$ cat src/rtl/multicycle_controller.sv
// multicycle_controller
//   Multi-cycle control FSM for the TSC 16-bit CPU. Sequences the shared datapath
//   (one ALU, one memory port, PC, IR, register file) through IF/ID/EX/MEM/WB, with
//   configurable fetch/data wait counts and explicit halt and retire reporting.
//
//   Optional feature macro: MEM_READY_HANDSHAKE_EN
//     defined   - adds the mem_ready input; IF and MEM end in the cycle mem_ready=1,
//                 and IF_LATENCY/MEM_LATENCY are ignored.
//     undefined - IF and MEM last exactly IF_LATENCY / MEM_LATENCY cycles.
//
// Ports
//   clk, reset             clock (rising edge), asynchronous active-high reset
//   opcode, func_code      IR[15:12], IR[5:0]
//   mem_ready              memory done (handshake build only)
//   mem_read, mem_write    memory port strobes; i_or_d selects PC(0) / ALUOut(1) address
//   ir_write, mem_to_reg   IR load, write-back from memory data
//   reg_write, reg_dst     register write, destination (0 rt, 1 rd, 2 $2)
//   alu_src_a, alu_src_b   ALU operand selects (A: PC/A latch; B: B latch/1/imm)
//   pc_source, pc_write    PC source (ALU/ALUOut/jump target/A latch), unconditional load
//   pc_write_cond          PC load gated by bcond in the datapath
//   pc_to_reg, wwd, halt   link write-back, output-port write, halted indication
//   inst_done              one-cycle pulse on each instruction's final cycle
//   state                  current FSM state (debug)
module multicycle_controller #(
  parameter int unsigned IF_LATENCY  = 4,
  parameter int unsigned MEM_LATENCY = 4
) (
  input  logic       clk,
  input  logic       reset,
  input  logic [3:0] opcode,
  input  logic [5:0] func_code,
`ifdef MEM_READY_HANDSHAKE_EN
  input  logic       mem_ready,
`endif
  output logic       mem_read,
  output logic       mem_write,
  output logic       mem_to_reg,
  output logic       reg_write,
  output logic       ir_write,
  output logic       i_or_d,
  output logic       alu_src_a,
  output logic [1:0] alu_src_b,
  output logic [1:0] pc_source,
  output logic       pc_write,
  output logic       pc_write_cond,
  output logic [1:0] reg_dst,
  output logic       pc_to_reg,
  output logic       wwd,
  output logic       halt,
  output logic       inst_done,
  output logic [2:0] state
);

  // TSC opcode / function encodings
  localparam logic [3:0] OpBlz   = 4'd3;
  localparam logic [3:0] OpAdi   = 4'd4;
  localparam logic [3:0] OpOri   = 4'd5;
  localparam logic [3:0] OpLhi   = 4'd6;
  localparam logic [3:0] OpLwd   = 4'd7;
  localparam logic [3:0] OpSwd   = 4'd8;
  localparam logic [3:0] OpJmp   = 4'd9;
  localparam logic [3:0] OpJal   = 4'd10;
  localparam logic [3:0] OpRtype = 4'd15;
  localparam logic [5:0] FnShr   = 6'd7;
  localparam logic [5:0] FnJpr   = 6'd25;
  localparam logic [5:0] FnJrl   = 6'd26;
  localparam logic [5:0] FnWwd   = 6'd28;
  localparam logic [5:0] FnHlt   = 6'd29;

  typedef enum logic [2:0] {
    StIf     = 3'd0,
    StId     = 3'd1,
    StEx     = 3'd2,
    StMem    = 3'd3,
    StWb     = 3'd4,
    StHalted = 3'd5
  } state_e;

  state_e state_q;

  // Instruction decode
  logic is_rtype, is_r_alu, is_jpr, is_jrl, is_wwd, is_hlt;
  logic is_branch, is_imm_alu, is_lwd, is_swd, is_jmp, is_jal, is_undef;

  assign is_rtype   = (opcode == OpRtype);
  assign is_r_alu   = is_rtype && (func_code <= FnShr);
  assign is_jpr     = is_rtype && (func_code == FnJpr);
  assign is_jrl     = is_rtype && (func_code == FnJrl);
  assign is_wwd     = is_rtype && (func_code == FnWwd);
  assign is_hlt     = is_rtype && (func_code == FnHlt);
  assign is_branch  = (opcode <= OpBlz);
  assign is_imm_alu = (opcode == OpAdi) || (opcode == OpOri) || (opcode == OpLhi);
  assign is_lwd     = (opcode == OpLwd);
  assign is_swd     = (opcode == OpSwd);
  assign is_jmp     = (opcode == OpJmp);
  assign is_jal     = (opcode == OpJal);
  assign is_undef   = !(is_r_alu || is_jpr || is_jrl || is_wwd || is_hlt || is_branch ||
                        is_imm_alu || is_lwd || is_swd || is_jmp || is_jal);

  // Final cycle of a fetch / data access
  logic if_last, mem_last;

`ifdef MEM_READY_HANDSHAKE_EN
  assign if_last  = mem_ready;
  assign mem_last = mem_ready;
`else
  localparam int unsigned MaxLat  = (IF_LATENCY > MEM_LATENCY) ? IF_LATENCY : MEM_LATENCY;
  localparam int unsigned CntW    = (MaxLat > 1) ? $clog2(MaxLat) : 1;
  localparam logic [CntW-1:0] IfLast  = CntW'(IF_LATENCY - 1);
  localparam logic [CntW-1:0] MemLast = CntW'(MEM_LATENCY - 1);

  logic [CntW-1:0] cnt_q;

  assign if_last  = (cnt_q == IfLast);
  assign mem_last = (cnt_q == MemLast);

  // Counts only while waiting in IF/MEM; any state exit returns it to 0.
  always_ff @(posedge clk or posedge reset) begin
    if (reset) begin
      cnt_q <= '0;
    end else if ((state_q == StIf && !if_last) || (state_q == StMem && !mem_last)) begin
      cnt_q <= cnt_q + 1'b1;
    end else begin
      cnt_q <= '0;
    end
  end
`endif

  always_ff @(posedge clk or posedge reset) begin
    if (reset) begin
      state_q <= StIf;
    end else begin
      unique case (state_q)
        StIf: if (if_last) state_q <= StId;
        StId: begin
          if (is_hlt)                                      state_q <= StHalted;
          else if (is_jal || is_jrl)                       state_q <= StWb;
          else if (is_jmp || is_jpr || is_wwd || is_undef) state_q <= StIf;
          else                                             state_q <= StEx;
        end
        StEx: begin
          if (is_branch)              state_q <= StIf;
          else if (is_lwd || is_swd)  state_q <= StMem;
          else                        state_q <= StWb;
        end
        StMem:    if (mem_last) state_q <= is_lwd ? StWb : StIf;
        StWb:     state_q <= StIf;
        StHalted: state_q <= StHalted;
        default:  state_q <= StIf;
      endcase
    end
  end

  assign state = state_q;

  always_comb begin
    mem_read      = 1'b0;
    mem_write     = 1'b0;
    mem_to_reg    = 1'b0;
    reg_write     = 1'b0;
    ir_write      = 1'b0;
    i_or_d        = 1'b0;
    alu_src_a     = 1'b0;
    alu_src_b     = 2'd0;
    pc_source     = 2'd0;
    pc_write      = 1'b0;
    pc_write_cond = 1'b0;
    reg_dst       = 2'd0;
    pc_to_reg     = 1'b0;
    wwd           = 1'b0;
    halt          = 1'b0;
    inst_done     = 1'b0;
    unique case (state_q)
      StIf: begin
        mem_read = 1'b1;
        if (if_last) begin
          // Latch IR and advance PC <- PC + 1 through the ALU
          ir_write  = 1'b1;
          alu_src_b = 2'd1;
          pc_write  = 1'b1;
        end
      end
      StId: begin
        // ALUOut captures PC + imm as the branch target for EX
        alu_src_b = 2'd2;
        if (is_jmp || is_jal) begin
          pc_source = 2'd2;
          pc_write  = 1'b1;
        end
        if (is_jpr || is_jrl) begin
          pc_source = 2'd3;
          pc_write  = 1'b1;
        end
        wwd       = is_wwd;
        inst_done = is_jmp || is_jpr || is_wwd || is_hlt || is_undef;
      end
      StEx: begin
        alu_src_a = 1'b1;
        alu_src_b = (is_imm_alu || is_lwd || is_swd) ? 2'd2 : 2'd0;
        if (is_branch) begin
          pc_source     = 2'd1;
          pc_write_cond = 1'b1;
          inst_done     = 1'b1;
        end
      end
      StMem: begin
        i_or_d    = 1'b1;
        mem_read  = is_lwd;
        mem_write = is_swd;
        inst_done = mem_last && is_swd;
      end
      StWb: begin
        reg_write  = 1'b1;
        inst_done  = 1'b1;
        mem_to_reg = is_lwd;
        if (is_jal || is_jrl) begin
          reg_dst   = 2'd2;
          pc_to_reg = 1'b1;
        end else if (is_rtype) begin
          reg_dst = 2'd1;
        end
      end
      StHalted: halt = 1'b1;
      default: ;
    endcase
  end

endmodule
$ cat config.mk
export PLATFORM = sky130hd
export DESIGN_NAME = multicycle_controller
export DESIGN_NICKNAME = d
export VERILOG_FILES = /design/src/rtl/multicycle_controller.sv
export SDC_FILE = /design/constraint.sdc
export NUM_CORES = 1
export LEC_CHECK = 0
export CAP_MARGIN = 20
export CORE_AREA = 2 2 40 49
export CTS_BUF_LIST = sky130_fd_sc_hd__clkbuf_8
export CTS_CLUSTER_SIZE = 8
export DETAILED_ROUTE_END_ITERATION = 6
export DIE_AREA = 0 0 42 51
export HOLD_SLACK_MARGIN = 0.1
export PLACE_DENSITY = 0.89
export SETUP_SLACK_MARGIN = 0.2
export SYNTH_ARGS = -nofsm -noshare
export SYNTH_HDL_FRONTEND = slang
export SYNTH_SLANG_ARGS = --single-unit
$ cat constraint.sdc
create_clock -name clk -period 2.65 [get_ports clk]
set_input_delay 0.3975 -clock clk [delete_from_list [all_inputs] [get_ports clk]]
set_output_delay 0.3975 -clock clk [all_outputs]
set_load 0.1 [all_outputs]
==> reports/metrics.cfg, run 1 <==
[status]
status=finished clean

[global_routing]
grt_antenna_before_repair=0
met1_usage_pct=30.4
grt_max_degree=15
grt_usage_pct=27.2
busiest_layer=met2
grt_pass1_vias=973
gr-total-overflow=0
use_met3_pct=2.83
use_met2_pct=47.7
grt_pass1_wl_um=4560

[route]
drt-total-wl_um=3230
drt_iter0_drc=39
vias_per_cell=6.11
ant_nets=0
avgRoutedWirePerCell_um=19.8
drc=0
firstDrtPassIters=4
vias=996

[job]
maxCapViolCount=0

[clock_tree]
cts.path.max_buffers=2
cts_root_buffer=clkbuf_8
clock_latency_ps=210
cts_made_buffers=3
path_clk_slew_ps=30
cts_tree=yes
cts_max_level=1
cts.sinks=5

[floorplan]
die_x_um=42
die_area_um2=2140
die_y_um=51
initial_core_util_pct=41.2
io_pins=34
coreArea_um2=1720
num_rows=17

[sta]
fmax_mhz=403
finalMaxSlewViolations=0
post-route-period-util_pct=93.6
slew_headroom_pct=68.6
setup_tns_ps=0
finClkSkew_ps=0.226
hold_viol_final=0
worstMarginPinSlew_ps=471
holdWs_ps=375
fin_crit_ps=2480
finalSetupViolations=0
rsz0062_at_grt=no

[placed_design]
gp_congestion=0.834
place_inst=148
port_buffers=33
placedInstanceArea_um2=1320
hpwl_um=1910

[finish]
instances_no_fill=163
fillers=87
diodes=0
final_util_pct=86.9
drive_gt1_share_pct=50.7
syn_to_final_growth_pct=111
nNetsFinal=158
stdcell_area_um2=1500

[synthesis]
synthTopCellsByArea=dfrtp_1 (18%), nor2_1 (7.4%), a21oi_1 (4.9%)
synth_nets=107
ys_ff_latch=5
yosys.area.top_type_share_pct=17.6
synth_edf_count=0
synth.avg_cell_area_um2=7.55
yosysWarningCount=0
yosys.area.top_type=dfrtp_1
yosysUniqueCellTypes=44
ys_seq_area_share_pct=17.6
ys.flop_type=dfrtp_1
syn_inst=94
synth-async-reset-ratio_pct=100
synth_area_um2=709

[critical_path]
critPathKind=input pin to primary output
worstPathMaxFanout=4
crit_path_end_kind=primary output
critPathLaunchType=input pin
critPathArrivalTime_ps=2080
required_ps=2250

[pwr]
irDropWorstVdd_mv=0.957
p_per_area_nw_per_um2=1020
p_leak_nw=0.692

[hold_path]
hp-class=input pin to async pin

[where the power goes]
group          internal [W]  switching [W]  total, W
registers          0.000122      0.0000695  0.000192
clock network     0.0000989      0.0000329  0.000132
logic              0.000378       0.000827   0.00121
[cell usage after synthesis (2+ instances only)]
cell      count
dfrtp_1       5
nand2_1       4
buf_6         2
o21bai_1      2
and4b_1       2
inv_1         6
nand2b_1      2
buf_4         4
xnor2_1       4
nor2b_1       3
a21oi_1       7
o211ai_1      3
nor3_1        2
nand3_1       2
nor4_1        2
and2_1        2
nor2_1       14
o21ai_0       2
[cell usage in the layout, fill, tap and decap left out, types with 2 or more instances in the layout]
cell / netlist / routed
nor4_4: 1 / 3
clkbuf_8: 0 / 3
dlymetal6s2s_1: 0 / 6
dfrtp_1: 5 / 2
nor2_1: 14 / 11
buf_12: 0 / 13
a21oi_1: 7 / 7
and4b_1: 2 / 2
dlygate4sd2_1: 0 / 4
o211ai_1: 3 / 3
nor2b_1: 3 / 2
dfrtp_4: 0 / 3
nor2_4: 0 / 2
inv_1: 6 / 7
xnor2_1: 4 / 4
nand2_1: 4 / 3
buf_4: 4 / 29
[cell type report]
type	instances	area, um^2	share of cell area (%)
Tap cell	19	23.8	1.59
Timing Repair Buffer	54	623	41.6
Clock buffer	3	41.3	2.76
Inverter	7	26.3	1.76
Sequential cell	5	136	9.11
Clock inverter	1	3.75	0.251
Multi-Input combinational cell	74	642	42.9
[state kept, by name, summed over array words and instances (netlist names)]
name,count
state,3
cnt_q,2
[final timing paths]
kind / depth (start not counted) / start / slack, ps / end
max in group asynchronous: 2 / reset / 2090 / state[2]$_DFFE_PP0P_
min in group clk: 1 / cnt_q[0]$_DFF_PP0_ / 440 / cnt_q[0]$_DFF_PP0_
max reg2reg: 5 / state[2]$_DFFE_PP0P_ / 1090 / state[0]$_DFFE_PP0P_
min reg2reg: 1 / cnt_q[0]$_DFF_PP0_ / 440 / cnt_q[0]$_DFF_PP0_
max: 7 / opcode[1] / 170 / inst_done
min: 2 / reset / 380 / cnt_q[0]$_DFF_PP0_
[routing by layer]
metal  share of wire [%]  vias up
met5                   0        -
met4                 5.0        0
met3                 5.5       14
met2                  52       64
met1                  38      479
li1                    -      439
[through the flow]
| stage | worst slack (ps) | power [W] |
|---|---|---|
| after detailed placement | 76.3 | 0.00136 |
| after global routing | 139 | 0.00159 |
| after global placement | 139 | 0.00134 |
| after floorplan | -959 | 0.00106 |
| after CTS | 209 | 0.00149 |
| final | 169 | 0.00153 |
[kinds of logic after synthesis]
| group | count (synthesis) | share of synthesized area (%) |
|---|---|---|
| adder cells (fa/ha/maj) | 1 | 1.76 |
| XOR/XNOR | 4 | 4.94 |
| buffers and inverters | 15 | 12.3 |
| flip-flops | 5 | 17.6 |
| AO/OA/AOI/OAI | 24 | 23.3 |
| AND/OR/NAND/NOR | 45 | 40.0 |
[critical path, stage by stage]
cell,delay [ps]
dlygate4sd2_1,280
nand3_2,160
nor4_4,400
buf_4,190
nand4_1,170
o211ai_1,210
clkbuf_16,270
[timing repair]
action / 4_1_cts / 5_1_grt
setup endpoints to repair: 5 / 4
hold buffers: 0 / 0
setup buffers: 6 / 5
pin swaps: 5 / 5
resized for setup: 7 / 13
Power figures use the tool's default switching activity.
==> run 2: changes to the inputs <==
Settings changed: CORE_AREA 2 2 40 49 to 2 2 42 52, DIE_AREA 0 0 42 51 to 0 0 44 54, PLACE_DENSITY 0.89 to 0.81, SKIP_LAST_GASP from default to 1.
==> run 2 against run 1 <==
Hold slack got worse by 4.8 ps. Critical path depth fell by 1. Worst setup slack improved by 110 ps. Core utilization fell by 11 points. Fmax rose by 4.6%. Cell count fell by 1.8%. Critical path type is now flip-flop to primary output. Critical endpoint unchanged. Largest power group unchanged.
==> reports/metrics.cfg, run 2 (same netlist as run 1, synthesis figures left out) <==
[finish]
mostFrequentLayoutCells=buf_4 (23), buf_12 (13), nor2_1 (11)
final_util_pct=75.5  ; -11 points
diodes=0  ; unchanged
layout_commonest_cell=buf_4
nNetsFinal=154  ; -2.5%
largest_reg_flops=3  ; unchanged
syn_to_final_growth_pct=106
drive_gt1_share_pct=47.1  ; -3.6 points

[clock_tree]
cts.path.max_buffers=2  ; unchanged
clock_latency_ps=220  ; about the same
path_clk_slew_ps=30  ; about the same
cts_max_level=1  ; unchanged
cts_made_buffers=3  ; unchanged
cts_root_buffer=clkbuf_8
cts_tree=yes
cts.sinks=5  ; unchanged
hold_buffers=0  ; unchanged

[global_routing]
grt_pass1_vias=810  ; -17%
grt_usage_pct=20.3  ; -6.9 points
gr-total-overflow=0  ; unchanged
grt_antenna_before_repair=0  ; unchanged
grt_max_degree=15  ; unchanged
grt_pass1_wl_um=3520  ; -23%

[floorplan]
die_x_um=44  ; +4.8%
io_pins=34  ; unchanged
die_area_um2=2380  ; +11%
num_rows=18  ; +1
initial_core_util_pct=36.6  ; -4.5 points
coreArea_um2=1940  ; +12%
die_y_um=54  ; +5.9%

[route]
vias=869  ; -13%
ant_nets=0  ; unchanged
drt_iter0_drc=21  ; -46%
firstDrtPassIters=4  ; unchanged
avgRoutedWirePerCell_um=14.1  ; -29%
drc=0  ; unchanged
vias_per_cell=5.43  ; -11%
drt-total-wl_um=2250  ; -30%

[pwr]
switchingPower_w=0.000908  ; -2.4%
p_leak_nw=0.669  ; -3.2%
pwr-share-clk_pct=9.0  ; +0.4 points
p_per_area_nw_per_um2=1030  ; +0.77%
switching_share_pct=60.3  ; -0.48 points
power_w=0.00150  ; -1.6%
seqPwrFrac_pct=12.7  ; +0.2 points
p_int_w=0.000597  ; -0.38%
combPwrFrac_pct=78.3  ; -0.5 points
irDropWorstVdd_mv=1.01  ; +5.9%

[sta]
fmax_mhz=422  ; +4.6%
hold_viol_final=0  ; unchanged
rsz0062_at_grt=no
finalSetupViolations=0  ; unchanged
fin_crit_ps=2370  ; -109 ps
finalMaxSlewViolations=0  ; unchanged
post-route-period-util_pct=89.5  ; -4.1 points
slew_headroom_pct=70.9  ; +2.3 points
worstMarginPinSlew_ps=437  ; -33.9 ps
finClkSkew_ps=1.41  ; +1.19 ps

[critical_path]
critPathArrivalTime_ps=1970  ; -110 ps
required_ps=2250  ; about the same
critPathLaunchType=flip-flop
worstPathMaxFanout=11  ; +7
crit_path_end_kind=primary output
critPathKind=flip-flop to primary output

[placed_design]
hpwl_um=1670  ; -13%
gp_congestion=0.854  ; +2.3%
port_buffers=33  ; unchanged

[job]
maxCapViolCount=0  ; unchanged

[status]
status=finished clean

[hold_path]
hp-class=input pin to async pin

-- run 2: worst paths after layout --
kind | slack (ps) | start | end | cells past startpoint
max | 280 | state[2]$_DFFE_PP0P_ | inst_done | 6
min | 370 | reset | state[2]$_DFFE_PP0P_ | 2
max reg2reg | 1210 | state[0]$_DFFE_PP0P_ | state[2]$_DFFE_PP0P_ | 4
min reg2reg | 430 | cnt_q[0]$_DFF_PP0_ | cnt_q[0]$_DFF_PP0_ | 1
max in group asynchronous | 2090 | reset | state[0]$_DFFE_PP0P_ | 2
min in group clk | 430 | cnt_q[0]$_DFF_PP0_ | cnt_q[0]$_DFF_PP0_ | 1
-- run 2: layout make-up --
class                           instances  area [um^2]
Tap cell                               20         25.0
Clock inverter                          1         3.75
Multi-Input combinational cell         74          632
Sequential cell                         5          136
Timing Repair Buffer                   50          597
Fill cell                             120          475
Clock buffer                            3         41.3
Inverter                                7         26.3
-- run 2: metal layers --
layer	track usage, %	vias up	share of wire, %
li1	-	432	-
met1	22.0	395	39
met2	35.3	36	53
met3	3.36	6	6.3
met4	14.6	0	2.1
met5	0	-	0
-- run 2: critical path, cell delays in order, from the launching register on --
cell and delay [ps]:
dfrtp_4 530, nor2b_1 170, nand2b_1 230, inv_1 120, a211oi_1 280, o211ai_1 180, clkbuf_16 240
-- run 2: what timing repair did --
item | 4_1_cts | 5_1_grt
setup endpoints to repair | 6 | 6
pin swaps | 3 | 5
buffers inserted | 7 | 2
resized for setup | 11 | 9
-- run 2: power by group through the flow --
stage | logic [W] | registers [W] | clock network (W)
floorplan | 0.000786 | 0.000276 | 0
global placement | 0.00115 | 0.000187 | 0
detailed placement | 0.00116 | 0.000189 | 0
CTS | 0.00117 | 0.000188 | 0.000140
global route | 0.00123 | 0.000199 | 0.000146
finish | 0.00118 | 0.000190 | 0.000136
-- run 2: metrics by stage --
step | TNS [ps] | cell area (um^2) | instances | hold WS, ps | worst slack [ps]
floorplan | -2650 | 856 | 94 | 176 | -959
global placement | 0 | 1300 | 147 | 418 | 104
detailed placement | 0 | 1300 | 147 | 426 | 6.06
CTS | 0 | 1420 | 158 | 373 | 200
global route | 0 | 1460 | 160 | 400 | 175
finish | 0 | 1460 | 160 | 371 | 278
==> run 3: changes to the inputs <==
Settings changed: ABC_AREA from default to 1, CORE_AREA 2 2 42 52 to 2 2 41 51, DIE_AREA 0 0 44 54 to 0 0 43 53, DONT_BUFFER_PORTS from default to 1, PLACE_DENSITY 0.81 to 0.6.
Clock period 2.65 ns to 1.9 ns, I/O delays scaled along.
==> run 3 against run 2 <==
Non-clock buffer count fell by 24. Sequential share of layout area rose by 0.88 points. Synthesized cell count up 32%. Core utilization down 0.73 points. Total power rose by 48%. Sequential cell count is the same. First-iteration DRC count fell by 14%. Sequential power increased by 26%. Synthesized area down 3.5%. Global-route usage increased by 0.080 points. Register-to-register slack got worse by 890 ps. Die area shrank 4.1%.
==> reports/metrics.cfg, run 3 <==
[synthesis]
synthMuxAreaShare_pct=0  ; unchanged
yosys.area.top_type_share_pct=18.3  ; +0.64 points
synth_commonest_cells=nand2_1 (32), inv_1 (24), nor2_1 (18)
synth_nets=137  ; +28%
synth-async-reset-ratio_pct=100  ; unchanged
synth_xor_area_share_pct=0  ; -4.9 points
synth_area_um2=684  ; -3.5%
synth_compound_area_share_pct=7.31  ; -16 points
syn_inst=124  ; +32%
ys.flop_type=dfrtp_1
ys_ff_latch=5  ; unchanged
ys_seq_area_share_pct=18.3  ; +0.64 points
synth_top_family_by_area=simple AND/OR/NAND/NOR gates
synthTopCellsByArea=dfrtp_1 (18%), nand2_1 (18%), inv_1 (13%)
synth_simple_gate_area_share_pct=55.6  ; +16 points
yosys.area.top_type=dfrtp_1
synth_edf_count=0  ; unchanged
yosysMostFrequentCell=nand2_1
synth-adder-area-share_pct=1.83  ; +0.064 points
yosysWarningCount=0  ; unchanged
synth.avg_cell_area_um2=5.52  ; -27%
yosysUniqueCellTypes=19  ; -57%

[global_routing]
grt_antenna_before_repair=0  ; unchanged
gr-total-overflow=0  ; unchanged
grt_usage_pct=20.4  ; +0.080 points
grt_pass1_wl_um=3560  ; +1.2%
grt_max_degree=7  ; -8
grt_pass1_vias=881  ; +8.8%

[critical_path]
r2r_end=state[0]$_DFFE_PP0P_
crit_path_end_kind=primary output
cp-startpoint=state[2]$_DFFE_PP0P_
cp_slowest_cell=dfrtp_4
critPathKind=flip-flop to primary output
rr_worst_depth=8  ; +4
worstPathMaxFanout=3  ; -8
required_ps=1620  ; -630 ps
reg2reg_slack_ps=320  ; -890 ps
critPathLaunchType=flip-flop
critPathMaxStageDelay_ps=500  ; -30 ps
rr_startpoint=state[2]$_DFFE_PP0P_
critPathArrivalTime_ps=1550  ; -420 ps
critical_path.cell_chain=nand2_2 > clkinvlp_4 > nor3_4 > nand2_4

[clock_tree]
clock_latency_ps=220  ; about the same
cts.path.max_buffers=2  ; unchanged
cts_max_level=1  ; unchanged
cts_tree=yes
cts_made_buffers=3  ; unchanged
path_clk_slew_ps=40  ; about the same
cts_root_buffer=clkbuf_8
cts.sinks=5  ; unchanged

[pwr]
p_leak_nw=0.634  ; -5.3%
power_w=0.00223  ; +48%
p_per_area_nw_per_um2=1670  ; +62%
irDropWorstVdd_mv=1.62  ; +60%

[sta]
rsz0062_at_grt=yes
fin_crit_ps=1830
worstMarginPinSlew_ps=304  ; -133 ps
hold_viol_final=0  ; unchanged
post-route-period-util_pct=96.3
finalMaxSlewViolations=0  ; unchanged
slew_headroom_pct=79.7  ; +8.9 points
postLayoutSetupSlackWorst_ps=69.6  ; -208 ps
finClkSkew_ps=2.53  ; +1.12 ps
fmax_mhz=546
finalSetupViolations=0  ; unchanged

[finish]
drive_gt1_share_pct=52.0  ; +4.8 points
layout_commonest_cell=nand2_1
mostFrequentLayoutCells=nand2_1 (23), inv_1 (16), nor2_1 (13)
fillers=144  ; +20%
largest_reg_flops=3  ; unchanged
diodes=0  ; unchanged
syn_to_final_growth_pct=95.1
nNetsFinal=166  ; +7.8%

[floorplan]
die_y_um=53  ; -1.9%
io_pins=34  ; unchanged
coreArea_um2=1790  ; -7.8%
die_x_um=43  ; -2.3%
num_rows=17  ; -1
initial_core_util_pct=38.3  ; +1.7 points
die_area_um2=2280  ; -4.1%

[route]
vias_per_cell=5.10  ; -6.1%
avgRoutedWirePerCell_um=13.2  ; -6.0%
drt_iter0_drc=18  ; -14%
firstDrtPassIters=4  ; unchanged
vias=872  ; +0.35%
ant_nets=0  ; unchanged
drc=0  ; unchanged
drt-total-wl_um=2260  ; +0.44%

[placed_design]
place_ws_ps=277  ; +271 ps
port_buffers=0  ; -100%
gp_congestion=0.835  ; -2.1%
hpwl_um=1720  ; +3.4%

[status]
status=finished clean

[hold_path]
hp-class=input pin to async pin

[job]
maxCapViolCount=0  ; unchanged

[run 3: worst max-delay path, delay by kind of cell, from the launching register on]
kind / cells / cell delay, ps
DFF: 1 / 500
buffers and inverters: 1 / 170
and+or+nand+nor: 3 / 640
[run 3: kinds of logic after synthesis]
group / count (synthesis)
AO/OA/AOI/OAI: 10
AND/OR/NAND/NOR: 79
adder cells (fa/ha/maj): 1
flip-flops: 5
buffers and inverters: 29
[run 3: how the worst max path moves through the flow]
stage / to / slack, ps / depth (start not counted)
after global placement: pc_write / 290 / 7
final: inst_done / 70 / 4
after floorplan: inst_done / -400 / 7
after CTS: inst_done / 110 / 6
after global routing: inst_done / 50 / 4
after detailed placement: pc_write / 280 / 7
[run 3: routing by layer]
layer | part of all wire (%) | GRT usage, % | vias up
li1 | - | - | 440
met1 | 35 | 20.6 | 404
met2 | 60 | 41.9 | 24
met3 | 2.6 | 0.341 | 4
met4 | 2.2 | 10.1 | 0
met5 | 0 | 0 | -
[run 3: repair_timing]
action	4_1_cts	5_1_grt
endpoints found under the hold margin	5	0
pin swaps	9	4
hold buffers	1	0
setup buffers	3	2
resized for setup	14	13
setup endpoints to repair	14	15
[run 3: where the power goes]
group | total, W | leakage (nW) | internal (W) | switching, W
logic | 0.00179 | 0.547 | 0.000492 | 0.00130
clock network | 0.000194 | 0.0269 | 0.000139 | 0.0000553
registers | 0.000239 | 0.0602 | 0.000171 | 0.0000679
total | 0.00223 | 0.634 | 0.000801 | 0.00143
[run 3: cell type report]
class                   instances  area [um^2]  share of cell area [%]
flip-flops and latches          5          136                    10.2
clock buffers                   3         41.3                    3.09
inverters                      27          133                    9.93
clock inverters                 1         3.75                   0.281
multi-input cells              90          638                    47.8
well taps                      19         23.8                    1.78
repair buffers                 26          359                    26.9
[run 3: stage by stage]
| stage | instances | hold slack [ps] | TNS, ps | area, um^2 | util (%) |
|---|---|---|---|---|---|
| 2_1_floorplan | 124 | 63.6 | -3070 | 873 | - |
| 3_3_place_gp | 161 | 74.7 | 0 | 1130 | 63.4 |
| 3_5_place_dp | 161 | 79.4 | 0 | 1130 | 63.4 |
| 5_1_grt | 171 | 435 | 0 | 1340 | 74.7 |
| 4_1_cts | 169 | 387 | 0 | 1270 | 71.1 |
| 6_report | 171 | 405 | 0 | 1340 | 74.7 |
